$ cat src/rtl/conv_encoder_tx_pkg.sv
// Shared definitions for the rate-1/2 K=3 convolutional code (encoder and Viterbi branch metrics).
// Symbol packing: each input bit yields {g0,g1}, g0 in the MSB, first bit in time at the top of the word.
package conv_encoder_tx_pkg;

    localparam int K = 3;
    localparam logic [K-1:0] G0_DEFAULT = 3'b111;
    localparam logic [K-1:0] G1_DEFAULT = 3'b101;

    typedef enum logic {
        ST_DATA  = 1'b0,
        ST_FLUSH = 1'b1
    } enc_fsm_t;

    function automatic logic [1:0] sym_pack(input logic g0, input logic g1);
        return {g0, g1};
    endfunction

endpackage

$ cat src/rtl/conv_enc_core.sv
// Combinational encoder: unrolls all N_BITS trellis steps in one cycle.
// state_in/state_out are {s1,s2}: s1 = most recent bit, s2 = the bit before it.
module conv_enc_core
    import conv_encoder_tx_pkg::*;
#(
    parameter int           N_BITS = 8,
    parameter logic [K-1:0] G0     = G0_DEFAULT,
    parameter logic [K-1:0] G1     = G1_DEFAULT
) (
    input  logic [N_BITS-1:0]   data,
    input  logic [1:0]          state_in,
    output logic [2*N_BITS-1:0] code,
    output logic [1:0]          state_out
);

    logic         s1;
    logic         s2;
    logic [K-1:0] win;

    always_comb begin
        s1   = state_in[1];
        s2   = state_in[0];
        win  = '0;
        code = '0;
        // MSB of data is the first bit in time, so walk downwards.
        for (int i = N_BITS - 1; i >= 0; i--) begin
            win             = {data[i], s1, s2};
            code[2*i +: 2]  = sym_pack(^(win & G0), ^(win & G1));
            s2              = s1;
            s1              = data[i];
        end
        state_out = {s1, s2};
    end

endmodule

$ cat src/rtl/conv_encoder_tx.sv
// Rate-1/2 K=3 encoder with one-deep output register; appends a zero flush word per frame.
// Codeword appears the cycle after acceptance; output holds while out_valid & !out_ready.
module conv_encoder_tx
    import conv_encoder_tx_pkg::*;
#(
    parameter int           N_BITS = 8,
    parameter logic [K-1:0] G0     = G0_DEFAULT,
    parameter logic [K-1:0] G1     = G1_DEFAULT
) (
    input  logic                clk,
    input  logic                rst,
    input  logic [N_BITS-1:0]   in_data,
    input  logic                in_valid,
    input  logic                in_last,
    output logic                in_ready,
    output logic [2*N_BITS-1:0] out_code,
    output logic                out_valid,
    output logic                out_last,
    input  logic                out_ready
);

    enc_fsm_t              fsm;
    enc_fsm_t              fsm_nxt;
    logic [1:0]            enc_state;
    logic [1:0]            core_state;
    logic [N_BITS-1:0]     core_data;
    logic [2*N_BITS-1:0]   core_code;
    logic                  slot_free;
    logic                  accept;
    logic                  load;

    assign slot_free = !out_valid || out_ready;

    // Flush reuses the same core with a zero data word.
    assign core_data = (fsm == ST_FLUSH) ? '0 : in_data;

    conv_enc_core #(
        .N_BITS (N_BITS),
        .G0     (G0),
        .G1     (G1)
    ) u_core (
        .data      (core_data),
        .state_in  (enc_state),
        .code      (core_code),
        .state_out (core_state)
    );

    always_comb begin
        fsm_nxt  = fsm;
        in_ready = 1'b0;
        accept   = 1'b0;
        load     = 1'b0;
        case (fsm)
            ST_DATA: begin
                in_ready = slot_free && !rst;
                accept   = in_valid && in_ready;
                load     = accept;
                if (accept && in_last) begin
                    fsm_nxt = ST_FLUSH;
                end
            end
            ST_FLUSH: begin
                load = slot_free;
                if (slot_free) begin
                    fsm_nxt = ST_DATA;
                end
            end
            default: fsm_nxt = ST_DATA;
        endcase
    end

    always_ff @(posedge clk or posedge rst) begin
        if (rst) begin
            fsm       <= ST_DATA;
            enc_state <= 2'b00;
            out_code  <= '0;
            out_valid <= 1'b0;
            out_last  <= 1'b0;
        end else begin
            fsm <= fsm_nxt;
            if (load) begin
                out_code  <= core_code;
                out_valid <= 1'b1;
                out_last  <= (fsm == ST_FLUSH);
                enc_state <= (fsm == ST_FLUSH) ? 2'b00 : core_state;
            end else if (out_ready) begin
                out_valid <= 1'b0;
                out_last  <= 1'b0;
            end
        end
    end

endmodule

$ cat config.mk
export PLATFORM = sky130hd
export DESIGN_NAME = conv_encoder_tx
export DESIGN_NICKNAME = d
export VERILOG_FILES = /design/src/rtl/conv_encoder_tx_pkg.sv /design/src/rtl/conv_enc_core.sv /design/src/rtl/conv_encoder_tx.sv
export SDC_FILE = /design/constraint.sdc
export NUM_CORES = 1
export LEC_CHECK = 0
export CAP_MARGIN = 20
export CELL_PAD_IN_SITES_DETAIL_PLACEMENT = 0
export CELL_PAD_IN_SITES_GLOBAL_PLACEMENT = 1
export CORE_ASPECT_RATIO = 1.75
export CORE_UTILIZATION = 36
export CTS_CLUSTER_DIAMETER = 150
export CTS_CLUSTER_SIZE = 40
export DETAILED_ROUTE_END_ITERATION = 6
export GPL_TIMING_DRIVEN = 1
export MAX_ROUTING_LAYER = met4
export PLACE_DENSITY_LB_ADDON = 0.1
export SLEW_MARGIN = 20
export SYNTH_ARGS = -nofsm -noshare
export SYNTH_HDL_FRONTEND = slang
export SYNTH_SLANG_ARGS = --single-unit
$ cat constraint.sdc
create_clock -name clk -period 1.5 [get_ports clk]
set_input_delay 0.45 -clock clk [delete_from_list [all_inputs] [get_ports clk]]
set_output_delay 0.45 -clock clk [all_outputs]
set_load 0.005 [all_outputs]
# Word-level counts from Yosys, hierarchy flattened
# Index checks and enable logic that the tools add are counted.
word_totals:
  inputBits: 13
  output_inout_bits: 19
  wordCells: 39
  reg_bits: 21
classes:
  mux: 10
  n_reduce_logical: 23
  bitwise: 1
ops:
  columns: ["op", "n"]
  rows:
  - ["3-bit XOR reduction", 16]
  - ["8-bit two-way mux", 1]
  - ["1-bit two-way mux", 6]
  - ["1-bit case mux with 2 select lines", 2]
  - ["1-bit logical AND", 3]
  - ["1-bit zero test", 2]
  - ["2-bit two-way mux", 1]
  - ["2-bit nonzero test", 1]
  - ["1-bit logical OR", 1]
  - ["1-bit NOT", 1]

# Depth between registers and ports, before layout
logic_depth:
  word_depth: 7
  depth_mapped: 4
  mapped_depth_nobuf: 3

# By module
# From an unflattened synthesis, not the netlist that was laid out.
unflattened:
  cells_unflattened: 88
  hier_area_um2: 1239.9
by_module_without_submodules:
  columns: ["mod", "area_each_um2", "cells_per_inst", "seq_area_each_um2", "instances"]
  rows:
  - ["conv_encoder_tx", 927.1, 65, 525.5, 1]
  - ["conv_enc_core", 312.8, 23, 0.0, 1]

# Worst setup path after synthesis
# OpenSTA, ideal clock, no wires.
synth_timing:
  path_type: "input -> register"
  startpoint: "input rst"
  endpoint: "register out_code[12]"
  path_buffers: 1
  setup_slack_ns: 0.141
  setup_ns: 0.128
  t_arrival_ns: 1.232
  stages: 4
  t_required_ns: 1.372
  path_cell_list: "nand2b_4 buf_6 a21oi_4 mux2_1"
synth_via:
  elab_chain_cells: 4
synth_lines:
  columns: ["element", "line_no", "source"]
  rows:
  - ["start: declaration", "conv_encoder_tx.sv:11", "input logic rst,"]
  - ["1-bit zero test (no source line)", null, null]
  - ["1-bit logical AND", "conv_encoder_tx.sv:55", "in_ready = slot_free && !rst;"]
  - ["1-bit logical AND", "conv_encoder_tx.sv:56", "accept = in_valid && in_ready;"]
  - ["1-bit case mux with 2 select lines", "conv_encoder_tx.sv:53", "case (fsm)"]
  - ["end signal: assignment", "conv_encoder_tx.sv:82", "out_code <= core_code;"]
  - ["end: declaration", "conv_encoder_tx.sv:16", "output logic [2*N_BITS-1:0] out_code,"]
# Every way passes these cells.
# A chain may end at the register's enable or synchronous reset.

# Worst setup path in the final report
layout_timing:
  startpoint: "input out_ready"
  endpoint: "output in_ready"
layout_via:
  elab_chain_cells: 3
layout_lines:
  columns: ["element", "line_no", "source"]
  rows:
  - ["start: declaration", "conv_encoder_tx.sv:19", "input logic out_ready"]
  - ["1-bit logical OR", "conv_encoder_tx.sv:32", "assign slot_free = !out_valid || out_ready;"]
  - ["1-bit logical AND", "conv_encoder_tx.sv:55", null]
  - ["1-bit two-way mux", "conv_encoder_tx.sv:53", null]
  - ["end: declaration", "conv_encoder_tx.sv:15", "output logic in_ready,"]
# Every way passes these cells.

==> impl_results.md <==
- Largest net degree at the start of global routing: 22
- FF+latch count, synth: 21
- Final std cells w/o fill: about 180
- Fillers: 301
- Worst Path Required: 1.05 ns
- Max-Slew Margin vs Limit: 0.787
- Peak VDD IR: 0.524 mV
- Vias in the first global route: ~920
- P_sw: 506 uW
- Crit path largest cell delay: 0.28 ns
- Io pins: 32
- Reg clk slew, reported paths: ~0.08 ns
- Post-Syn Area per Cell: 12.3 um2
- Fmax: 0.675 GHz
- DR iter-0 viols: 17
- Distinct cells, synth: 29
- Port bufs: 31
- CTS tree: built
- Reg area: 526 um2
- Power share of the clock group: 0.204
- Global route overflow: 0
- Vias after detailed routing: 861
- Critical path cell sequence: dlygate4sd2_1 -> nor2b_4 -> nor3_2 -> buf_2
- Classification of the worst-slack hold path: register to register
- Seq pwr share: 0.422
- Slew Limit Fails: 0
- Setup violations, final: 0
- Multi-input gate area: 556 um2
- Root buffer cell: clkbuf_8
- Final hold viol count: 0
- Area of the mapped netlist: roughly 0.0011 mm2
- Syn Inst Count: 93
- P_leak: 0.000789 uW
- CTS sink cnt: 21
- Buf/Inv on CP: 2
- Diode count: 0
- Clock latency on the worst-skew pair: 0.26 ns
- Comb power frac: 0.374
- Drt pass-1 iters: 3
- Unrepaired setup endpoints after global routing: yes
- Synth Net Count: 106
- Slew @ Worst Pin: 0.317 ns
- CP max-delay cell: dlygate4sd2_1
- Switching Fraction: 0.277
- Sequential share of the synthesized area: 0.461
- Routed WL per cell: ~13 um
- Dpl hpwl: ~1900 um
- DRC violation count after routing: 0
- Layout cell share with drive strength beyond 1: 0.333
- Die H: ~76 um
- Drt total wl: 2430 um
- Critical Path Start Type: primary input
- Crit share post-route: 0.987
- Die area: 0.00340 mm2
- Crit end category: output port
- Final GP Congestion: 0.793
- Area of the core: 0.00296 mm2
- Final Skew: between 0.006 and 0.007 ns
- Setup Crit Path Kind: primary input to output port
- First-pass GRT wire length: 4010 um
- Vias per cell: 4.70
- Crit path DAT: ~1.0 ns
- Initial Util: 0.385
- Tot GR Track Use: 0.161
- NumNets Final: 155
- WHS: between 0.4 and 0.5 ns
- Placed Cells: around 170
- H-tree Lvls: 1
- Status: finished, final reports clean
- Synth Warn #: 0
- Row cnt: 26
- CTS buffer count: 3
- Max Cap Viol: 0
- Antenna viol nets, final: 0
- P&R area growth vs syn: 44.1%
- Initial antenna violation count: 0
- CTS max path bufs: 2
- Final Total Pwr: 1830 uW
- Cts-stage hold buffer count: 0
- Cell-internal power: between 1000 and 1500 uW
- Delay-heaviest family, CP: buffers and inverters
- Die X: 44.5 um
- Min Tclk post-route: 1.48 ns
- CP max FO: 3
- PwrDens: ~1100 mW/mm2
==> power groups by stage <==
stage	Combinational (uW)	Sequential [uW]	Clock, uW
final	684	771	372
after CTS	691	771	384
after global placement	717	783	0
after detailed placement	723	787	0
after global routing	743	788	406
after floorplan	328	795	0
==> metrics by stage <==
stage	area [um2]	TNS [ns]	util	worst slack [ns]
after floorplan	1140	0	-	0.141
after global placement	1570	-6.82	0.531	-0.639
final	1640	0	0.555	0.0194
after detailed placement	1570	-7.09	0.531	-0.633
after global routing	1640	-0.0312	0.555	-0.0312
after CTS	1630	-0.0632	0.550	-0.0632
==> final timing paths <==
kind                              from            to  slack [ns]  cells after the start
min in group asynchronous          rst  out_code[15]        0.50                      4
max reg2reg                  out_valid  out_code[12]        0.17                      4
min reg2reg                out_code[4]   out_code[4]        0.48                      1
max                          out_ready      in_ready        0.02                      4
min                        out_code[4]   out_code[4]        0.48                      1
max in group asynchronous          rst   out_code[1]        0.87                      4
==> registers in the layout, summed over array words and instances (netlist names) <==
name       flops
fsm            1
out_valid      1
enc_state      2
out_last       1
out_code      16
==> cells in the final DEF (no fill, tap or decap), drive strengths merged, types with 5 or more instances in the layout <==
cell type,synthesis,final
nor4,6,6
buf,3,19
clkdlybuf4s50,0,9
a21o,6,6
dlygate4sd2,0,19
inv,5,5
dfrtp,21,21
a22o,6,6
xnor2,16,16
o21ai,7,7
==> cells by family after synthesis <==
group                     share of synthesized area
AOI/OAI and AO/OA                             0.171
DFF                                           0.461
and+or+nand+nor                               0.131
xor gates and xnor gates                      0.143
buffers and inverters                        0.0626
muxes                                        0.0318
==> what timing repair did <==
action / CTS / global route
pin swaps: 1 / 1
endpoints found under the setup margin: 34 / 7
gates resized for setup: 25 / 4
buffers inserted: 5 / 0
==> synthesized netlist by cell type (all sizes together) <==
cell	instances	area (um2)
clkbuf	2	18.8
a22o	6	60.1
mux2	2	26.3
nand2	1	3.75
inv	5	18.8
or2b	1	11.3
a21o	6	52.6
a21oi	1	16.3
and2b	3	23.8
nand4	3	18.8
nor2b	2	12.5
buf	3	33.8
nand2b	1	13.8
nor4	6	37.5
nor3	2	21.3
o221a	1	11.3
or2	1	6.26
o21ai	7	46.3
mux2i	1	10.0
dfrtp	21	526
a2bb2oi	1	8.76
xnor2	16	140
xnor3	1	22.5
==> area by class of cell <==
cell class | instances | area share
Sequential cell | 21 | 0.320
Clock buffer | 3 | 0.0251
Timing Repair Buffer | 49 | 0.270
Tap cell | 42 | 0.0320
Multi-Input combinational cell | 62 | 0.338
Clock inverter | 1 | 0.00305
Inverter | 5 | 0.0114
==> metal layers <==
layer	wire length, um	global-route usage	vias to the layer above
met5	0	-	-
met4	19	0.0545	0
met3	103	0.0284	2
met2	1320	0.278	19
met1	980	0.177	416
li1	-	-	424
Power figures use the tool's default switching activity.
